**src/rtl/dff_bank_arbiter_if.sv**
```systemverilog
// Request/grant and read-return bundle shared by the two requesters and the bank arbiter.
// The master side drives requests; the slave side (the arbiter) returns grants and read data.
interface dff_bank_arbiter_if #(
    parameter int unsigned WIDTH  = 8,
    parameter int unsigned ADDR_W = 2
);
    logic              req0;
    logic              req1;
    logic              lock0;
    logic              lock1;
    logic              we0;
    logic              we1;
    logic [ADDR_W-1:0] addr0;
    logic [ADDR_W-1:0] addr1;
    logic [WIDTH-1:0]  wdata0;
    logic [WIDTH-1:0]  wdata1;
    logic              gnt0;
    logic              gnt1;
    logic              rd_valid;
    logic              rd_id;
    logic [WIDTH-1:0]  rd_data;
    logic              owner_vld;
    logic              owner_id;

    modport master (
        output req0, req1, lock0, lock1, we0, we1, addr0, addr1, wdata0, wdata1,
        input  gnt0, gnt1, rd_valid, rd_id, rd_data, owner_vld, owner_id
    );

    modport slave (
        input  req0, req1, lock0, lock1, we0, we1, addr0, addr1, wdata0, wdata1,
        output gnt0, gnt1, rd_valid, rd_id, rd_data, owner_vld, owner_id
    );
endinterface

```
**src/rtl/dff_bank_arbiter.sv**
```systemverilog
// Round-robin arbiter sharing a small flop-based register bank between two requesters,
// with optional bounded lock bursts and a one-cycle registered read return.
module dff_bank_arbiter #(
    parameter int unsigned WIDTH     = 8,
    parameter int unsigned DEPTH     = 4,
    parameter int unsigned ADDR_W    = 2,
    parameter int unsigned MAX_BURST = 4
) (
    input logic               clk,
    input logic               rst_n,
    dff_bank_arbiter_if.slave bus
);
    localparam int unsigned IDX_W = (DEPTH > 1) ? $clog2(DEPTH) : 1;
    localparam int unsigned CNT_W = $clog2(MAX_BURST + 1);

    typedef enum logic [1:0] {
        StIdle,
        StOwn0,
        StOwn1
    } state_e;

    state_e            state_q;
    logic              rr_ptr_q;
    logic [CNT_W-1:0]  burst_cnt_q;
    logic [WIDTH-1:0]  bank_q [DEPTH];

    logic              acc;
    logic              sel;
    logic              sel_lock;
    logic              sel_we;
    logic [ADDR_W-1:0] sel_addr;
    logic [WIDTH-1:0]  sel_wdata;
    logic [IDX_W-1:0]  idx;
    logic              in_range;
    logic [CNT_W-1:0]  cnt_inc;
    logic              release_own;

    // Grants depend only on state, pointer and requests; reset forces them low.
    always_comb begin
        bus.gnt0 = 1'b0;
        bus.gnt1 = 1'b0;
        if (rst_n) begin
            unique case (state_q)
                StIdle: begin
                    if (bus.req0 && bus.req1) begin
                        bus.gnt0 = ~rr_ptr_q;
                        bus.gnt1 = rr_ptr_q;
                    end else begin
                        bus.gnt0 = bus.req0;
                        bus.gnt1 = bus.req1;
                    end
                end
                StOwn0:  bus.gnt0 = bus.req0;
                StOwn1:  bus.gnt1 = bus.req1;
                default: ;
            endcase
        end
    end

    always_comb begin
        acc       = (bus.req0 && bus.gnt0) || (bus.req1 && bus.gnt1);
        sel       = bus.req1 && bus.gnt1;
        sel_lock  = sel ? bus.lock1  : bus.lock0;
        sel_we    = sel ? bus.we1    : bus.we0;
        sel_addr  = sel ? bus.addr1  : bus.addr0;
        sel_wdata = sel ? bus.wdata1 : bus.wdata0;
        idx       = sel_addr[IDX_W-1:0];
        in_range  = 32'(sel_addr) < DEPTH;
        cnt_inc   = burst_cnt_q + CNT_W'(1);
        // In an own state the only possible acceptance is by the owner.
        release_own = !acc || !sel_lock || (32'(cnt_inc) >= MAX_BURST);
    end

    always_ff @(posedge clk) begin
        if (!rst_n) begin
            state_q       <= StIdle;
            rr_ptr_q      <= 1'b0;
            burst_cnt_q   <= '0;
            bank_q        <= '{default: '0};
            bus.rd_valid  <= 1'b0;
            bus.rd_id     <= 1'b0;
            bus.rd_data   <= '0;
            bus.owner_vld <= 1'b0;
            bus.owner_id  <= 1'b0;
        end else begin
            unique case (state_q)
                StIdle: begin
                    if (acc) begin
                        if (sel_lock && (MAX_BURST > 1)) begin
                            state_q       <= sel ? StOwn1 : StOwn0;
                            burst_cnt_q   <= CNT_W'(1);
                            bus.owner_vld <= 1'b1;
                            bus.owner_id  <= sel;
                        end else begin
                            rr_ptr_q <= ~sel;
                        end
                    end
                end
                StOwn0, StOwn1: begin
                    if (release_own) begin
                        state_q       <= StIdle;
                        rr_ptr_q      <= (state_q == StOwn0);
                        burst_cnt_q   <= '0;
                        bus.owner_vld <= 1'b0;
                        bus.owner_id  <= 1'b0;
                    end else begin
                        burst_cnt_q <= cnt_inc;
                    end
                end
                default: state_q <= StIdle;
            endcase

            if (acc && sel_we && in_range) begin
                bank_q[idx] <= sel_wdata;
            end

            bus.rd_valid <= acc && !sel_we;
            if (acc && !sel_we) begin
                bus.rd_id   <= sel;
                bus.rd_data <= in_range ? bank_q[idx] : '0;
            end
        end
    end
endmodule

```
**src/flat_wrapper.sv**
```systemverilog
// flat-port wrapper written by rule: the top's interface ports become plain ports
module dff_bank_arbiter_flat 
#(
    parameter int unsigned WIDTH     = 8,
    parameter int unsigned DEPTH     = 4,
    parameter int unsigned ADDR_W    = 2,
    parameter int unsigned MAX_BURST = 4
)
  (clk, rst_n, bus_req0, bus_req1, bus_lock0, bus_lock1, bus_we0, bus_we1, bus_addr0, bus_addr1, bus_wdata0, bus_wdata1, bus_gnt0, bus_gnt1, bus_rd_valid, bus_rd_id, bus_rd_data, bus_owner_vld, bus_owner_id);
  dff_bank_arbiter_if #(.WIDTH(WIDTH), .ADDR_W(ADDR_W)) bus_i ();
  input logic clk;
  input logic rst_n;
  input wire logic [$bits(bus_i.req0)-1:0] bus_req0;
  input wire logic [$bits(bus_i.req1)-1:0] bus_req1;
  input wire logic [$bits(bus_i.lock0)-1:0] bus_lock0;
  input wire logic [$bits(bus_i.lock1)-1:0] bus_lock1;
  input wire logic [$bits(bus_i.we0)-1:0] bus_we0;
  input wire logic [$bits(bus_i.we1)-1:0] bus_we1;
  input wire logic [$bits(bus_i.addr0)-1:0] bus_addr0;
  input wire logic [$bits(bus_i.addr1)-1:0] bus_addr1;
  input wire logic [$bits(bus_i.wdata0)-1:0] bus_wdata0;
  input wire logic [$bits(bus_i.wdata1)-1:0] bus_wdata1;
  output wire logic [$bits(bus_i.gnt0)-1:0] bus_gnt0;
  output wire logic [$bits(bus_i.gnt1)-1:0] bus_gnt1;
  output wire logic [$bits(bus_i.rd_valid)-1:0] bus_rd_valid;
  output wire logic [$bits(bus_i.rd_id)-1:0] bus_rd_id;
  output wire logic [$bits(bus_i.rd_data)-1:0] bus_rd_data;
  output wire logic [$bits(bus_i.owner_vld)-1:0] bus_owner_vld;
  output wire logic [$bits(bus_i.owner_id)-1:0] bus_owner_id;
  assign bus_i.req0 = bus_req0;
  assign bus_i.req1 = bus_req1;
  assign bus_i.lock0 = bus_lock0;
  assign bus_i.lock1 = bus_lock1;
  assign bus_i.we0 = bus_we0;
  assign bus_i.we1 = bus_we1;
  assign bus_i.addr0 = bus_addr0;
  assign bus_i.addr1 = bus_addr1;
  assign bus_i.wdata0 = bus_wdata0;
  assign bus_i.wdata1 = bus_wdata1;
  assign bus_gnt0 = bus_i.gnt0;
  assign bus_gnt1 = bus_i.gnt1;
  assign bus_rd_valid = bus_i.rd_valid;
  assign bus_rd_id = bus_i.rd_id;
  assign bus_rd_data = bus_i.rd_data;
  assign bus_owner_vld = bus_i.owner_vld;
  assign bus_owner_id = bus_i.owner_id;
  dff_bank_arbiter #(.WIDTH(WIDTH), .DEPTH(DEPTH), .ADDR_W(ADDR_W), .MAX_BURST(MAX_BURST)) u_core (.clk(clk), .rst_n(rst_n), .bus(bus_i));
endmodule
```
**config.mk**
```make
export PLATFORM = sky130hd
export DESIGN_NAME = dff_bank_arbiter_flat
export DESIGN_NICKNAME = d
export VERILOG_FILES = /design/src/rtl/dff_bank_arbiter_if.sv /design/src/rtl/dff_bank_arbiter.sv /design/src/flat_wrapper.sv
export SDC_FILE = /design/constraint.sdc
export NUM_CORES = 1
export LEC_CHECK = 0
export ABC_CLOCK_PERIOD_IN_PS = 2200
export CAP_MARGIN = 30
export CELL_PAD_IN_SITES_DETAIL_PLACEMENT = 0
export CELL_PAD_IN_SITES_GLOBAL_PLACEMENT = 1
export CORE_MARGIN = 3
export CORE_UTILIZATION = 37
export DETAILED_ROUTE_END_ITERATION = 16
export PLACE_DENSITY_LB_ADDON = 0.1
export SYNTH_ARGS = -nofsm -noshare
export SYNTH_HDL_FRONTEND = slang
export SYNTH_SLANG_ARGS = --single-unit
```
**constraint.sdc**
```tcl
create_clock -name clk -period 2.2 [get_ports clk]
set_input_delay 0.44 -clock clk [delete_from_list [all_inputs] [get_ports clk]]
set_output_delay 0.44 -clock clk [all_outputs]
set_load 0.005 [all_outputs]
```
==> flow_summary.json <==
{
  "fin_util_pct": 53.7,
  "holdCritPathClass": "reg2reg",
  "ant_nets": 0,
  "wl_met2_um": 2870,
  "die_height_um": 89.4,
  "drv_slew": 0,
  "crit_family": "simple AND/OR/NAND/NOR gates",
  "period_needed_ps": 2160,
  "dieArea_sq_um": 8000,
  "slew_headroom_pct": 71.2,
  "max-vdd-ir-drop_mv": 0.281,
  "cp_max_fo": 7,
  "avgSynthCellArea_sq_um": 9.87,
  "finalHoldViolCount": 0,
  "synthMuxAreaShare_pct": 12.4,
  "top_layer_used": "met4",
  "ys.flop_type": "dfxtp_1",
  "crit_type": "reg2reg",
  "root_buffer": "clkbuf_8",
  "cp_cell_sequence": "inv_2, ha_4, a31o_4, buf_12, nand3_4, buf_6, a31oi_1, or4b_2, a31oi_1",
  "synth_enable_flop_cells": 0,
  "seq_area_sq_um": 1000,
  "wire_per_inst_um": 15.7,
  "layout.cells.non_filler": 416,
  "htree_levels": 2,
  "timing.critical_path.slowest_stage_cell": "or4b_2",
  "antenna_found_initial": 0,
  "synth_async_sr_flop_share_pct": 0,
  "synthAdderAreaFrac_pct": 2.92,
  "crit_path_max_incr_delay_ps": 630,
  "grt_pass1_vias": 2126,
  "gp_congestion": 0.827,
  "rsz0062_at_grt": "true",
  "crit_arrival_ps": 2390,
  "via_per_inst": 5.38,
  "crit_top_cell": "a31oi_1",
  "drive_above_1_share_pct": 24.2,
  "syn_area_sq_um": 2570,
  "ys_seq_area_share_pct": 38.9,
  "path_buf_inv": 3,
  "p_leak_uw": 0.00150,
  "max_cap_violations": 0,
  "finalWirelength_um": 6550,
  "synth_top_family_by_area": "compound AO/OA/AOI/OAI gates",
  "grt_overflow": 0,
  "dp.cells": 407,
  "synth_cell_type_count": 52,
  "fin_skew_ps": 10.7,
  "clock_latency_ps": 300,
  "drt-pass1-iter-count": 4,
  "areaGrowthSynthToFinish_pct": 36.2,
  "met3_length_um": 304,
  "synthCells": 261,
  "cts_buffer_depth": 2,
  "finalSetupViolCount": 0,
  "timing.fmax_mhz": 463,
  "yosysWarnings": 0,
  "cts.clk_slew.worst_paths_ps": 90,
  "clock-sinks": 50,
  "diodes": 0,
  "tightest_slew_ps": 432,
  "synth.net_count": 295,
  "critPathCaptureType": "flip-flop",
  "critPathLaunchType": "flip-flop",
  "grt_usage_pct": 17.3,
  "rows": 29,
  "multi_input_area_sq_um": 1480,
  "powerDensity_nw_per_um2": 657,
  "vias": 2238,
  "numCtsBuffers": 5,
  "crit_required_ps": 2430,
  "synth-xor-area-share_pct": 0.340,
  "drt_iter0_drc": 109,
  "die_x_um": 89.4,
  "drc": 0,
  "wl_met1_um": 3320,
  "synth_compound_area_share_pct": 26.7,
  "fin_crit_sh_pct": 98.2,
  "io_buffer_count": 41,
  "coreArea_sq_um": 6530,
  "synthSimpleGateAreaFrac_pct": 13.5,
  "n_fill_cell": 613,
  "ios": 42,
  "outcome": "complete, no violations",
  "start_util_pct": 39.4,
  "grt_pass1_wl_um": 10600,
  "grt_start_max_net_pins": 39,
  "fin_nets": 373,
  "dp_hpwl_um": 4770,
  "tritoncts": "built",
  "ys_ff_latch": 50
}
[cell families after synthesis]
logic type / Yosys count
muxes: 32
xor gates and xnor gates: 1
buffers and inverters: 26
and+or+nand+nor: 64
DFF: 50
adders and majority gates: 6
AOI/OAI and AO/OA: 82
[registers in the layout (all words and copies together), names as in the netlist]
register              cells
u_core.bus.owner_id       1
u_core.bus.rd_id          1
u_core.bus.rd_valid       1
u_core.burst_cnt_q        3
u_core.rr_ptr_q           1
u_core.bank_q            32
u_core.bus.rd_data        8
u_core.state_q            2
u_core.bus.owner_vld      1
[per-layer routing]
layer,vias to the layer above,GRT usage [%]
met2,52,25.8
met3,4,3.04
li1,1132,-
met4,0,4.19
met5,-,0
met1,1050,25.7
[final cells by class]
type / count / share of cell area [%]
multi-input cells: 185 / 42.3
flip-flops and latches: 50 / 28.6
repair buffers: 86 / 22.7
well taps: 77 / 2.75
clock buffers: 5 / 1.96
inverters: 11 / 1.25
clock inverters: 2 / 0.393
[worst min-delay path: stages, from the launching register on]
cell,delay (ps)
dfxtp_1,320
nand2_1,50
mux2i_1,50
[layout by cell type, fill, tap and decap left out, types with 2 or more instances in the layout]
master,synthesis,layout
nor2_1,6,6
o21ai_0,11,11
and2_1,3,3
nand2_8,2,2
inv_1,11,9
a32o_1,2,2
mux2i_1,32,32
a21oi_1,10,10
dfxtp_1,50,48
nand2b_1,3,3
clkdlybuf4s50_1,0,37
nand4_1,2,2
a31oi_1,12,11
nor3_1,3,3
clkbuf_8,0,5
dfxtp_2,0,2
a32oi_1,2,2
nand2_1,34,34
dlygate4sd2_1,0,4
o211ai_1,3,3
a211oi_2,8,8
ha_4,0,2
buf_12,1,4
ha_1,6,3
and3_1,3,3
buf_4,2,40
a22oi_1,16,16
[cell usage after synthesis, types with 2 or more instances]
| library cell | count | area share [%] |
|---|---|---|
| nor2_1 | 6 | 0.87 |
| and3_1 | 3 | 0.73 |
| a32oi_1 | 2 | 0.68 |
| nand2_1 | 34 | 5.0 |
| a21oi_1 | 10 | 1.9 |
| inv_1 | 11 | 1.6 |
| and2_1 | 3 | 0.73 |
| o211ai_1 | 3 | 0.87 |
| a32o_1 | 2 | 0.78 |
| nand2_8 | 2 | 1.6 |
| a22oi_1 | 16 | 4.7 |
| ha_1 | 6 | 2.9 |
| a31oi_1 | 12 | 2.9 |
| clkbuf_1 | 7 | 1.0 |
| a211oi_2 | 8 | 3.9 |
| buf_2 | 4 | 0.78 |
| dfxtp_1 | 50 | 39 |
| nand4_1 | 2 | 0.49 |
| buf_4 | 2 | 0.58 |
| nor3_1 | 3 | 0.58 |
| mux2i_1 | 32 | 12 |
| nand2b_1 | 3 | 0.73 |
| o21ai_0 | 11 | 2.1 |
[path summary, 6_finish.rpt]
path,startpoint,to,slack (ps),depth (start not counted)
max,u_core.state_q[1],u_core.burst_cnt_q[0],40,9
min,u_core.bank_q[20],u_core.bank_q[20],460,2
max reg2reg,u_core.state_q[1],u_core.burst_cnt_q[0],40,9
min reg2reg,u_core.bank_q[20],u_core.bank_q[20],460,2
[repair_timing]
action                                 4_1_cts  5_1_grt
setup endpoints to repair                   17       10
buffers inserted                             2        0
hold buffers                                 0        0
gates resized for setup                     16        1
endpoints found under the hold margin        0        0
pin swaps                                    1        0
[power breakdown]
group / internal, uW / switching (uW)
clock network: 220 / 299
registers: 975 / 41.4
logic: 407 / 361
total: 1600 / 702
[through the flow]
| step | total power (uW) | hold WS [ps] | cell area (sq um) | setup WS [ps] | TNS (ps) |
|---|---|---|---|---|---|
| 6_report | 2300 | 465 | 3510 | 40.4 | 0 |
| 5_1_grt | 2440 | 493 | 3510 | -25.2 | -91.0 |
| 4_1_cts | 2330 | 467 | 3500 | 25.0 | 0 |
| 3_5_place_dp | 1770 | 454 | 3350 | -323 | -13220 |
| 3_3_place_gp | 1760 | 446 | 3350 | -322 | -12500 |
| 2_1_floorplan | 1420 | 438 | 2570 | 48.3 | 0 |
Note: power is estimated with default switching activity, not from simulation.
